<file path="config.mk">
export PLATFORM = sky130hd
export DESIGN_NAME = inexrecur_writeback
export DESIGN_NICKNAME = d
export VERILOG_FILES = /design/src/rtl/inexrecur_writeback.sv
export SDC_FILE = /design/constraint.sdc
export NUM_CORES = 1
export LEC_CHECK = 0
export CORE_UTILIZATION = 40
export DETAILED_ROUTE_END_ITERATION = 6
export HOLD_SLACK_MARGIN = 0.08
export MAX_ROUTING_LAYER = met4
export PLACE_DENSITY = 0.76
export SETUP_SLACK_MARGIN = 0.15
export SLEW_MARGIN = 10
export SYNTH_ARGS = -nofsm -noshare
export SYNTH_HDL_FRONTEND = slang
export SYNTH_SLANG_ARGS = --single-unit
export TNS_END_PERCENT = 30
</file>
<file path="constraint.sdc">
create_clock -name clk -period 1.8 [get_ports clk]
set_input_delay 0.54 -clock clk [delete_from_list [all_inputs] [get_ports clk]]
set_output_delay 0.54 -clock clk [all_outputs]
set_load 0.01 [all_outputs]
</file>
<file path="src/rtl/inexrecur_writeback.sv">
// inexrecur_writeback: commit stage of the InexRecur accelerator.
// Takes one execute result per handshake, writes the executed entry's state
// word, then optionally appends a spawned recursion call (and a zeroed state
// entry for it) at the tail of the call table.
//
// Handshake: a result is transferred on a rising edge where wb_valid_i and
// wb_ready_o are both high; wb_ready_o is high only in IDLE outside reset,
// and start_i in that same cycle wins so the result is not taken.
//
// All write enables, addresses and data are flops loaded one edge ahead, so
// each enable is a single-cycle registered pulse; enables are masked by rst
// so nothing is written while reset is asserted.
module inexrecur_writeback #(
  parameter int ADDR_W    = 12,
  parameter int DEPTH     = 4096,
  parameter int INIT_TAIL = 1
) (
  input  logic              clk,
  input  logic              rst,
  input  logic              start_i,
  input  logic              wb_valid_i,
  output logic              wb_ready_o,
  input  logic [ADDR_W-1:0] current_addr_i,
  input  logic              en_new_position_i,
  input  logic [4:0]        new_position_i,
  input  logic              over_1_i,
  input  logic              over_2_i,
  input  logic              new_call_i,
  input  logic [7:0]        i_new_i,
  input  logic [7:0]        z_new_i,
  input  logic [7:0]        k_new_i,
  input  logic [7:0]        l_new_i,
  input  logic              finish_i,
  output logic              we_reg_InexRecur_o,
  output logic [ADDR_W-1:0] w_reg_InexRecur_addr_o,
  output logic [31:0]       w_reg_InexRecur_data_o,
  output logic              we_reg_state_o,
  output logic [ADDR_W-1:0] w_reg_state_addr_o,
  output logic [17:0]       w_reg_state_data_o,
  output logic [ADDR_W-1:0] tail_addr_o,
  output logic              full_o,
  output logic              overflow_o,
  output logic              done_o,
  output logic [1:0]        dbg_state_o
);

  typedef enum logic [1:0] {
    IDLE     = 2'd0,
    WR_STATE = 2'd1,
    WR_CALL  = 2'd2,
    DONE     = 2'd3
  } state_t;

  localparam logic [ADDR_W-1:0] LAST_ADDR = ADDR_W'(DEPTH - 1);
  localparam logic [ADDR_W-1:0] TAIL_INIT = ADDR_W'(INIT_TAIL);

  state_t state_q, state_d;

  // Fields of the accepted result still needed after the state write.
  logic        lat_over_1, lat_over_2, lat_new_call, lat_finish;
  logic [31:0] lat_call;

  logic [ADDR_W-1:0] tail_q, tail_d;
  logic              full_q, full_d;
  logic              ovf_q, ovf_d;
  logic              accept;

  logic              we_state_q, we_state_d;
  logic [ADDR_W-1:0] state_addr_q, state_addr_d;
  logic [17:0]       state_data_q, state_data_d;
  logic              we_call_q, we_call_d;
  logic [ADDR_W-1:0] call_addr_q, call_addr_d;
  logic [31:0]       call_data_q, call_data_d;

  // FSM state register.
  always_ff @(posedge clk) begin
    if (rst) state_q <= IDLE;
    else     state_q <= state_d;
  end

  // Next state, next-cycle write port contents and tail/flag updates.
  always_comb begin
    state_d      = state_q;
    accept       = 1'b0;
    tail_d       = tail_q;
    full_d       = full_q;
    ovf_d        = ovf_q;
    we_state_d   = 1'b0;
    state_addr_d = '0;
    state_data_d = '0;
    we_call_d    = 1'b0;
    call_addr_d  = '0;
    call_data_d  = '0;
    case (state_q)
      IDLE: begin
        if (start_i) begin
          tail_d = TAIL_INIT;
          full_d = 1'b0;
          ovf_d  = 1'b0;
        end else if (wb_valid_i && wb_ready_o) begin
          accept  = 1'b1;
          state_d = WR_STATE;
          if (en_new_position_i || over_1_i || over_2_i) begin
            we_state_d   = 1'b1;
            state_addr_d = current_addr_i;
            state_data_d = {over_1_i | over_2_i, over_2_i, over_1_i,
                            new_position_i, 10'b0};
          end
        end
      end
      WR_STATE: begin
        // A terminated entry never spawns; its call is silently dropped.
        if (lat_new_call && !(lat_over_1 || lat_over_2)) begin
          state_d = WR_CALL;
          if (!full_q) begin
            we_call_d    = 1'b1;
            call_addr_d  = tail_q;
            call_data_d  = lat_call;
            we_state_d   = 1'b1;
            state_addr_d = tail_q;
            state_data_d = '0;
          end
        end else if (lat_finish) begin
          state_d = DONE;
        end else begin
          state_d = IDLE;
        end
      end
      WR_CALL: begin
        // Tail saturates at the last slot; full marks that slot as used.
        if (!full_q) begin
          if (tail_q == LAST_ADDR) full_d = 1'b1;
          else                     tail_d = tail_q + ADDR_W'(1);
        end else begin
          ovf_d = 1'b1;
        end
        state_d = lat_finish ? DONE : IDLE;
      end
      DONE: begin
        if (start_i) begin
          tail_d  = TAIL_INIT;
          full_d  = 1'b0;
          ovf_d   = 1'b0;
          state_d = IDLE;
        end
      end
      default: state_d = IDLE;
    endcase
  end

  // Datapath registers: latched result, tail/flags and write port flops.
  always_ff @(posedge clk) begin
    if (rst) begin
      lat_over_1   <= 1'b0;
      lat_over_2   <= 1'b0;
      lat_new_call <= 1'b0;
      lat_finish   <= 1'b0;
      lat_call     <= '0;
      tail_q       <= TAIL_INIT;
      full_q       <= 1'b0;
      ovf_q        <= 1'b0;
      we_state_q   <= 1'b0;
      state_addr_q <= '0;
      state_data_q <= '0;
      we_call_q    <= 1'b0;
      call_addr_q  <= '0;
      call_data_q  <= '0;
    end else begin
      if (accept) begin
        lat_over_1   <= over_1_i;
        lat_over_2   <= over_2_i;
        lat_new_call <= new_call_i;
        lat_finish   <= finish_i;
        lat_call     <= {i_new_i, z_new_i, k_new_i, l_new_i};
      end
      tail_q       <= tail_d;
      full_q       <= full_d;
      ovf_q        <= ovf_d;
      we_state_q   <= we_state_d;
      state_addr_q <= state_addr_d;
      state_data_q <= state_data_d;
      we_call_q    <= we_call_d;
      call_addr_q  <= call_addr_d;
      call_data_q  <= call_data_d;
    end
  end

  // Output drive; enables are masked during reset so no write escapes.
  always_comb begin
    wb_ready_o             = (state_q == IDLE) && !rst;
    we_reg_state_o         = we_state_q && !rst;
    w_reg_state_addr_o     = state_addr_q;
    w_reg_state_data_o     = state_data_q;
    we_reg_InexRecur_o     = we_call_q && !rst;
    w_reg_InexRecur_addr_o = call_addr_q;
    w_reg_InexRecur_data_o = call_data_q;
    tail_addr_o            = tail_q;
    full_o                 = full_q;
    overflow_o             = ovf_q;
    done_o                 = (state_q == DONE);
    dbg_state_o            = state_q;
  end

endmodule
</file>
### Word-level counts from Yosys, hierarchy flattened

Cells that the tools add are included.

* register bits after elaboration: 128
* memories: 0
* bits in latches: 0
* bits in read-only memories: 0
* memory bits (writable): 0
* input port bits: 58

* bitwise gates (word level): 6
* multiply operators: 0
* muxes and demuxes: 31
* magnitude comparators: 0
* divide/modulo/power cells: 0
* shift-type cells: 0
* equal/unequal tests: 11
* $add $sub $neg: 1
* reductions and logical operators: 21

Operators with widths (count)
* 12-bit two-way mux: 8
* 12-bit case mux with 2 select lines: 2
* 12-bit by 1-bit adder with 12-bit output (second input constant): 1
* 12-bit equality test (second input constant): 1
* 1-bit two-way mux: 12
* 2-bit inequality test (second input constant): 6
* 2-bit two-way mux: 5
* 2-bit case mux with 4 select lines: 1
* 4-bit OR reduction: 2
* 1-bit case mux with 2 select lines: 3
* 3-bit AND reduction: 2
* 1-bit logical AND: 5
* 1-bit inverter: 5
* 5-bit OR reduction: 1
* 2-bit equality test (second input constant): 2
* 4-bit AND reduction: 1
* 2-bit OR reduction: 2
* 1-bit logical OR: 3
* 2-bit by 1-bit equality test with 1-bit output (second input constant): 1
* 1-bit zero test: 2
* 2-bit zero test: 1
* 2-bit by 1-bit inequality test with 1-bit output (second input constant): 1
* 2-bit AND reduction: 1
* 2-bit nonzero test: 1
* 1-bit bitwise OR: 1

### Logic depth before layout (Yosys ltp)

* depth after elaboration: 6
* gate-level depth with buffers: 8
* mapped depth without buffers: 6

### Worst setup path after synthesis

No wires, ideal clock.

* kind: register -> register
* from: register state_q[0] (netlist: dbg_state_o[0])
* to: register tail_q[6] (netlist: tail_addr_o[6])
* library setup time: 0.117 ns
* stages on the path, launching flop included: 7
* path buffers: 0
* period minus slack after synthesis: 1.821 ns
* arrival time: 1.703 ns
* required time: 1.683 ns
* setup slack: -0.021 ns
* path through: dfxtp_1 inv_1 ha_1 nor2b_1 a211oi_1 nand3_1 a32o_1

* cells in the longest elaborated chain, start to end: 4
* elaborated cells between the ends (all ways): 10
* those cells by class: 5 x eq/ne; 1 x mux; 4 x reduce/logical

RTL lines
* start, declared: RTL line 57 `state_t state_q, state_d;`
* start signal, assigned: RTL line 78 `else state_q <= state_d;`
* 2-bit equality test or 2-bit zero test (tied branches): RTL line 94 `case (state_q)`
* 2-bit OR reduction (no line)
* 2-bit by 1-bit inequality test with 1-bit output (no line) or 2-bit nonzero test (tied branches)
* 4-bit AND reduction (no line)
* end signal, assigned: RTL line 176 `tail_q <= tail_d;`
* end, declared: RTL line 63 `logic [ADDR_W-1:0] tail_q, tail_d;`

Several ways; a longest one is shown, not always the timed one.
A chain may end at the register's enable or synchronous reset.

### Final worst setup path

* from: register state_q[1] (netlist: dbg_state_o[1])
* to: output wb_ready_o

* cells in the longest elaborated chain, start to end: 2

RTL lines
* 2-bit zero test: RTL line 190 `wb_ready_o = (state_q == IDLE) && !rst;`
* 1-bit logical AND: RTL line 190
* end, declared: RTL line 22 `output logic wb_ready_o,`

No other way between the ends.

==> impl_results.md <==
* Layout cells sized above 1 at 29.9%
* Root buf cell: clkbuf_8
* Warnings, synthesis at 0
* Post-synth top area share at a little under three fifths
* Insertion delay to the later sink of the worst-skew pair at 0.53 ns
* Core area at a little over 0.01 mm²
* CP cell instances: inv_2 > ha_4 > nor2b_4 > buf_6
* Top cells by area, synth: dfxtp_1 (56%), nand2_1 (7.3%), and2_1 (7.1%)
* Maxcap violations at 0
* Hold Slack at 0.326 ns
* Required @ worst endpoint at about 1.3 ns
* Clock transition at path regs at 0.06 ns
* Clock buffer count from CTS at 17
* Place WS at -0.291 ns
* Pre-Repair DR Iteration Count at 5
* Asr flop ratio synth at 0%
* Worst setup path start: dbg_state_o[1]
* Detail Route Antenna Nets at 0
* Pleak at about 2.8 nW
* Row cnt at 37
* Maximum level of the CTS H-tree at 4
* Syn Inst Count at 451
* Worst IR Drop VDD at 768 µV
* Largest family of logic cells by synthesized area: simple AND/OR/NAND/NOR gates
* Die width at 105 µm
* # diodes at 0
* Largest net degree at the start of global routing at between 40 and 50
* Vias in the first global route at 3658
* Clock Path Buffers at 2
* Vias at about 3.9k
* Sequential Power Share at 40.5%
* Worst Reg2Reg Path Length in Cells at 9
* Xor/xnor share of the synthesized area at 0%
* Int Power at 5.01 mW
* Die Ht at 105 µm
* Leading area contributor after synthesis: dfxtp_1
* Clock sinks at between 100 and 150
* Final nets at 708
* Critical path data arrival time at 1.30 ns
* Area fraction in compound gates after synthesis at between 10% and 20%
* Comb power frac at a little under a tenth
* Reg-to-Reg Start: dbg_state_o[0]
* Sw Share at about 24%
* Die Area at 0.0110 mm²
* Primary FF master, synth: dfxtp_1
* Final Max Slew Viols at 0
* Crit path depth at 4
* Failing checks: negative setup slack
* Antenna violations before repair at 0
* Dpl hpwl at 7.70 mm
* Synth cell count leaders: dfxtp_1 (118), nand2_1 (82), a21oi_1 (49)
* RSZ-0062 raised after global routing: yes
* Yosys cell types at 47
* Post-DR vias/cell at 4.90
* Post-synth EDFFs at 0
* Outcome: finished with violations
* Drt drc at 0
* Worst path buffer plus inverter count at 2
* NetSw at approximately 1.6 mW
* Initial core utilization at 41.0%
* Clock power frac at between 50 and 60%
* Routed WL at 11.4 mm
* Largest delay share family, worst path: flip-flops
* Worst-path maximum fanout at 2
* First-pass GRT wire length at roughly 18 mm
* Capturing point of the worst reg2reg path: tail_addr_o[7]
* Final hold vios at 0
* Post-Syn Area at 0.00422 mm²
* Port Buf Inserts at 141
* #FFs+latches synth at 118
* Register area share after synthesis at 56.0%
* Worst min path class: in2reg
* Final Skew at roughly 0.0087 ns
* Power Density at 989 mW/mm²
* CTS tree: yes
* GP Congestion at 0.829
* Cts hold-fix bufs at 0
* GR Overflow Total at 0
* Layout Utilization at roughly two thirds
* Num ports at 152
* Fmax at 544 MHz
* Fin crit share at 102%
* Count leader, synth: dfxtp_1
* Worst path slowest cell: dfxtp_2
* Final min period at between 1.5 and 2 ns
* Worst setup margin at -0.0398 ns
* CP Launch Type: flop
* Reg2reg setup slack at 0 ns
* Synth Area in Adders at 2.08%
* CP peak stage delay at between 0.3 and 0.4 ns
* CP Capture Point: wb_ready_o
* DR WL/cell at 14.4 µm
* Mux share of post-synthesis cell area at 0.237%
* Area Growth Syn to Fin at 58.3%
* Critical path capture point type: primary output
* Simple-gate share of the synthesized area at 23.5%
* GRT Util Overall at between 20 and 25%
* Critical path class: reg2out
* Synthesized area per cell at 9.35 µm²
* Final setup fails at 2
* Initial drt markers at 240
-- layout by cell type, fill, tap and decap left out, types with 3 or more instances in the layout --
cell and count:
dfxtp_1 102, nand2_1 81, clkdlybuf4s50_1 56, buf_4 52
and2_1 48, a21oi_1 48, clkbuf_2 36, clkdlybuf4s15_1 26
nor2_1 20, clkbuf_16 16, buf_2 16, a22oi_1 12
conb_1 10, buf_6 10, dfxtp_4 9, dfxtp_2 7
inv_1 6, o21ai_0 5, nand3_1 5, inv_6 5
nand4_1 4, nor2b_1 3, nor3_1 3, and3_1 3
a311oi_1 3, ha_4 3, clkinv_4 3, clkinvlp_4 3
buf_12 3
-- flip-flops by register name, summed over array words and instances, names as in the netlist --
signal / cells
dbg_state_o: 2
full_o: 1
lat_call: 32
lat_finish: 1
lat_new_call: 1
lat_over_1: 1
lat_over_2: 1
overflow_o: 1
tail_addr_o: 12
w_reg_InexRecur_addr_o: 12
w_reg_InexRecur_data_o: 32
w_reg_state_addr_o: 12
w_reg_state_data_o: 8
we_call_q: 1
we_state_q: 1
-- power groups by stage --
stage	Sequential [mW]	Clock (mW)	Combinational (mW)
2_1_floorplan	2.75	0	0.251
3_3_place_gp	2.74	0	0.554
3_5_place_dp	2.74	0	0.564
6_report	2.67	3.31	0.616
5_1_grt	2.68	3.51	0.664
4_1_cts	2.67	3.38	0.597
-- cells by family (layout without fill, tap and decap cells) --
kind of cell,after synthesis,count (layout)
compound gates,89,89
simple gates,191,191
buf+inv,44,240
other cells,1,10
fa+ha+maj,7,7
flops,118,118
mux,1,1
-- repair_timing --
action,4_1_cts,5_1_grt
pin swaps,5,6
endpoints found under the setup margin,138,123
endpoints found under the hold margin,0,0
gates resized for setup,247,55
buffers inserted,13,3
-- how the worst min path moves through the flow --
stage	slack (ns)	cells past startpoint	to	start
floorplan	0.43	1	w_reg_InexRecur_data_o[0]	lat_call[0]
global placement	0.43	1	w_reg_InexRecur_data_o[9]	lat_call[9]
detailed placement	0.44	1	w_reg_InexRecur_data_o[28]	lat_call[28]
CTS	0.31	2	tail_addr_o[5]	rst
global route	0.31	2	tail_addr_o[5]	rst
finish	0.33	2	tail_addr_o[5]	rst
-- metal layers --
metal	vias up	share of wire [%]	track usage, %	wire length, µm
met5	-	0	-	0
met2	157	47	34.1	5410
met1	1803	44	27.0	5080
met4	0	2.2	8.35	255
met3	26	6.0	7.17	686
li1	1893	-	-	-
-- final cells by class --
class / instances / area, µm²
flip-flops and latches: 118 / 2400
clock buffers: 18 / 428
repair buffers: 200 / 1660
multi-input cells: 298 / 1820
clock inverters: 14 / 164
well taps: 136 / 170
fillers: 865 / 3600
inverters: 8 / 30.0
-- through the flow --
stage / power [mW] / cell area (µm²) / cells / TNS, ns
final: 6.60 / 6670 / 792 / -0.0554
after global routing: 6.86 / 6670 / 792 / -0.353
after CTS: 6.65 / 6800 / 789 / -0.104
after detailed placement: 3.30 / 6040 / 744 / -13.80
after global placement: 3.29 / 6040 / 744 / -11.55
after floorplan: 3.00 / 4280 / 460 / 0
(Power assumes the default switching activity.)
